--- config.mk ---
export PLATFORM = sky130hd
export DESIGN_NAME = device_monitor_n
export DESIGN_NICKNAME = d
export VERILOG_FILES = /design/src/rtl/device_monitor_n.sv
export SDC_FILE = /design/constraint.sdc
export NUM_CORES = 1
export LEC_CHECK = 0
export BUFFER_PORTS_ARGS = -buffer_cell sky130_fd_sc_hd__clkbuf_2
export CAP_MARGIN = 20
export CORE_AREA = 2 2 83 85
export DETAILED_ROUTE_END_ITERATION = 16
export DIE_AREA = 0 0 85 87
export GPL_ROUTABILITY_DRIVEN = 1
export PLACE_DENSITY = 0.81
export SYNTH_ARGS = -nofsm -noshare
export SYNTH_HDL_FRONTEND = slang
export SYNTH_SLANG_ARGS = --single-unit
--- constraint.sdc ---
create_clock -name clk -period 9.3 [get_ports clk]
set_clock_uncertainty 0.15 [all_clocks]
set_input_delay 0.93 -clock clk [delete_from_list [all_inputs] [get_ports clk]]
set_output_delay 0.93 -clock clk [all_outputs]
set_load 0.03 [all_outputs]
--- src/rtl/device_monitor_n.sv ---
// Per-channel saturating up/down device counters with sticky saturation flags,
// a registered channel total, and a hysteresis alarm driven from that total.
module device_monitor_n #(
  parameter int WIDTH     = 8,
  parameter int NUM_CH    = 4,
  parameter int HI_THRESH = 16,
  parameter int LO_THRESH = 8
) (
  input  logic                    clk,
  input  logic                    rst,
  input  logic [NUM_CH-1:0]       change,
  input  logic [NUM_CH-1:0]       on_off,
  input  logic                    flag_clr,
  output logic [NUM_CH*WIDTH-1:0] count_bus,
  output logic [WIDTH+3:0]        total_out,
  output logic                    alarm,
  output logic [NUM_CH-1:0]       sat_hi,
  output logic [NUM_CH-1:0]       sat_lo
);

  localparam logic [WIDTH-1:0] MAX_CNT = '1;
  localparam logic [WIDTH-1:0] ONE_CNT = WIDTH'(1);
  localparam logic [WIDTH+3:0] HI_LVL  = (WIDTH+4)'(HI_THRESH);
  localparam logic [WIDTH+3:0] LO_LVL  = (WIDTH+4)'(LO_THRESH);

  typedef enum logic {NORMAL, ALARM} state_t;

  logic [WIDTH-1:0] r_count [NUM_CH];
  logic [WIDTH-1:0] w_next  [NUM_CH];
  logic [NUM_CH-1:0] r_satHi, r_satLo;
  logic [NUM_CH-1:0] w_upSat, w_dnSat;
  logic [WIDTH+3:0] r_total, w_sum;
  state_t r_state, w_nextState;

  always_comb begin
    w_upSat = '0;
    w_dnSat = '0;
    w_sum   = '0;
    for (int i = 0; i < NUM_CH; i++) begin
      w_next[i] = r_count[i];
      if (change[i]) begin
        if (on_off[i]) begin
          if (r_count[i] == MAX_CNT) w_upSat[i] = 1'b1;
          else                       w_next[i]  = r_count[i] + ONE_CNT;
        end else begin
          if (r_count[i] == '0) w_dnSat[i] = 1'b1;
          else                  w_next[i]  = r_count[i] - ONE_CNT;
        end
      end
      w_sum = w_sum + (WIDTH+4)'(r_count[i]);
    end
  end

  // The total sums the current registered counts, so it trails count_bus by one edge.
  always_ff @(posedge clk) begin
    if (rst) begin
      for (int i = 0; i < NUM_CH; i++) r_count[i] <= '0;
      r_satHi <= '0;
      r_satLo <= '0;
      r_total <= '0;
      r_state <= NORMAL;
    end else begin
      for (int i = 0; i < NUM_CH; i++) r_count[i] <= w_next[i];
      r_satHi <= (r_satHi & ~{NUM_CH{flag_clr}}) | w_upSat;
      r_satLo <= (r_satLo & ~{NUM_CH{flag_clr}}) | w_dnSat;
      r_total <= w_sum;
      r_state <= w_nextState;
    end
  end

  always_comb begin
    w_nextState = r_state;
    case (r_state)
      NORMAL:  if (r_total >= HI_LVL) w_nextState = ALARM;
      ALARM:   if (r_total <= LO_LVL) w_nextState = NORMAL;
      default: w_nextState = NORMAL;
    endcase
  end

  always_comb begin
    count_bus = '0;
    for (int i = 0; i < NUM_CH; i++) count_bus[i*WIDTH +: WIDTH] = r_count[i];
  end

  assign total_out = r_total;
  assign alarm     = (r_state == ALARM);
  assign sat_hi    = r_satHi;
  assign sat_lo    = r_satLo;

endmodule

==> flow_metrics.env <==
export IMPL_layout_commonest_cell="clkbuf_2"
export IMPL_setup_violations=0
export IMPL_core_um2=6570
export IMPL_reg2reg_to="total_out[7]$_SDFF_PP0_"
export IMPL_crit_end="total_out[7]$_SDFF_PP0_"
export IMPL_arrival_ns=3.54
export IMPL_internal_power_w=0.000625
export IMPL_synth_area_um2=3770
export IMPL_grt_pass1_wl_mm=13.8
export IMPL_slew_violations=0
export IMPL_clk_transition_reported_paths_ns=0.10
export IMPL_row_count=30
export IMPL_cts_hold_buffers_added=0
export IMPL_synthArstFlopShare_pct=0
export IMPL_dieArea_um2=7400
export IMPL_cts_repair_resized=0
export IMPL_worstReg2RegStart="r_count[1][1]$_SDFFE_PP0P_"
export IMPL_cts_sinks=51
export IMPL_final_min_period_over_clock_period_pct=37.5
export IMPL_die_x_um=85
export IMPL_max_slew_margin_pct=46.7
export IMPL_synth_area_leaders="dfxtp_1 (27%), ha_1 (11%), fa_1 (11%), a21oi_1 (5.3%), inv_1 (4.6%)"
export IMPL_drt_iter0_markers=100
export IMPL_clkPwrFrac_pct=10.7
export IMPL_netlist_instances=425
export IMPL_min_from="sat_lo[2]$_SDFF_PP0_"
export IMPL_final_cells=564
export IMPL_max_freq_ghz=0.287
export IMPL_synth_edf_count=0
export IMPL_io_buffers=61
export IMPL_insertedDiodeCount=0
export IMPL_synth_largest_area_cell="dfxtp_1"
export IMPL_clockBufferDepth=2
export IMPL_initial_core_util_pct=57.4
export IMPL_hp_class="reg -> reg"
export IMPL_dr_total_vias=3198
export IMPL_p_sw_w=0.000585
export IMPL_leakagePower_nw=2.05
export IMPL_tns_ns=0
export IMPL_register_area_um2=1020
export IMPL_track_usage_pct=23.3
export IMPL_crit_fanout=7
export IMPL_post_route_min_period_ns=3.49
export IMPL_grt_ovfl_total=0
export IMPL_cts_root_buf="clkbuf_8"
export IMPL_ioPinCount=64
export IMPL_drc=0
export IMPL_antenna_found_initial=0
export IMPL_yosysWarningCount=0
export IMPL_chipHeight_um=87
export IMPL_fin_area_um2=4200
export IMPL_dpl_cell_count=556
export IMPL_routed_via_density=5.67
export IMPL_power_frac_seq_pct=28.8
export IMPL_synth_yosys_seq_area_share_pct=27.1
export IMPL_drtPass1Iterations=4
export IMPL_startpoint_type="flop"
export IMPL_multiInputGateArea_um2=2480
export IMPL_dp_hpwl_mm=6.59
export IMPL_grt_pass1_vias=3093
export IMPL_clk_latency_ns=0.31
export IMPL_synth_top_cell_area_share_pct=27.1
export IMPL_cts_tree="done"
export IMPL_rsz0062_at_grt="false"
export IMPL_r2r_setup_slack_ns=5.81
export IMPL_synth_seq_cells=51
export IMPL_drtAntennaViolNets=0
export IMPL_cp_startpoint="r_count[1][1]$_SDFFE_PP0P_"
export IMPL_combPwrFrac_pct=60.5
export IMPL_layout_common_cells="clkbuf_2 (61), dfxtp_1 (51), inv_1 (46), nor2_1 (46), a21oi_1 (40)"
export IMPL_syn_area_per_cell_um2=8.87
export IMPL_grt_start_max_net_pins=59
export IMPL_worstMarginPinSlew_ns=0.798
export IMPL_r2r_cells=10
export IMPL_place_congestion=0.881
export IMPL_fin_nets=547
export IMPL_endpoint_kind="flop"
export IMPL_cap_violations=0
export IMPL_finalHoldViolCount=0
export IMPL_numCtsBuffers=5
export IMPL_cts_htree_levels=2
export IMPL_synth_ff_type="dfxtp_1"
export IMPL_post_cts_buffers=0
export IMPL_power_density_nw_per_um2=288
export IMPL_ir_drop_mv=0.151
export IMPL_avgRoutedWirePerCell_um=15.2
export IMPL_drive_gt1_share_pct=16.9
export IMPL_routed_wl_mm=8.56
export IMPL_n_fill_cell=567
export IMPL_ys_types=45
export IMPL_areaGrowthSynthToFinish_pct=11.4
export IMPL_switching_share_pct=48.3
export IMPL_whs_ns=0.345
export IMPL_required_ns=9.35
export IMPL_status="complete, no violations"
export IMPL_place_area_um2=4110
export IMPL_critPathKind="reg -> reg"
[metal layers]
layer  vias up  global-route usage, %  wire (um)
met5         -                      0          0
met4         0                   9.81        198
met3        15                   4.55        389
met2        74                   40.3       4140
met1      1502                   28.3       3830
li1       1607                      -          -
[worst max-delay path, stage by stage (launching register included)]
cell and delay [ns]:
dfxtp_1 0.46, inv_1 0.10, fa_1 0.56, inv_1 0.06, fa_1 0.46, ha_1 0.24
fa_1 0.41, a21o_1 0.20, a21oi_1 0.24, o21ai_0 0.16, o311ai_0 0.34
[state kept, by name, summed over array words and instances (netlist names)]
register and count:
r_count 32, sat_lo 4, alarm 1, total_out 10, sat_hi 4
[logic make-up after synthesis]
kind of cell	share of synthesized area [%]
flip-flops	27.1
multiplexers	5.74
adder cells (fa/ha/maj)	21.6
AO/OA/AOI/OAI	17.1
XOR/XNOR	6.04
buffers and inverters	7.13
AND/OR/NAND/NOR	15.3
other	0.0994
[layout make-up]
type	instances	share of cell area, %
Clock buffer	5	1.64
Clock inverter	3	0.477
Inverter	50	4.59
Multi-Input combinational cell	313	59.2
Sequential cell	51	24.3
Tap cell	80	2.38
Timing Repair Buffer	62	7.45
[synth_stat cells (5+ instances only)]
| cell type | n |
|---|---|
| xor2_1 | 7 |
| xnor2_1 | 19 |
| nor4_1 | 6 |
| inv_1 | 46 |
| dfxtp_1 | 51 |
| nor2b_1 | 12 |
| nand4_1 | 9 |
| nor3_1 | 7 |
| o211ai_1 | 8 |
| a311o_1 | 8 |
| fa_1 | 20 |
| o21ai_1 | 5 |
| ha_1 | 33 |
| nand2_1 | 12 |
| a21oi_1 | 40 |
| a21o_1 | 11 |
| nor2_1 | 46 |
| mux2i_1 | 16 |
| a211oi_1 | 11 |
[how the worst min path moves through the flow]
stage                     depth (start not counted)                    to
after floorplan                                   2  sat_lo[2]$_SDFF_PP0_
after global placement                            2  sat_lo[2]$_SDFF_PP0_
after detailed placement                          2  sat_lo[2]$_SDFF_PP0_
after CTS                                         2  sat_lo[2]$_SDFF_PP0_
after global routing                              2  sat_lo[2]$_SDFF_PP0_
final                                             2  sat_lo[2]$_SDFF_PP0_
[power groups by stage]
| stage | registers (W) | logic [W] | clock network (W) |
|---|---|---|---|
| global route | 0.000358 | 0.000812 | 0.000141 |
| detailed placement | 0.000353 | 0.000723 | 0 |
| floorplan | 0.000435 | 0.000471 | 0 |
| finish | 0.000349 | 0.000732 | 0.000130 |
| global placement | 0.000350 | 0.000697 | 0 |
| CTS | 0.000348 | 0.000730 | 0.000133 |
[stage by stage]
| stage | utilization [%] | total power, W | setup WS (ns) |
|---|---|---|---|
| after floorplan | - | 0.000907 | 5.92 |
| after global placement | 62.6 | 0.00105 | 6.01 |
| after detailed placement | 62.6 | 0.00108 | 5.85 |
| after CTS | 63.9 | 0.00121 | 5.82 |
| after global routing | 63.9 | 0.00131 | 5.66 |
| final | 63.9 | 0.00121 | 5.81 |
(Power assumes the default switching activity.)
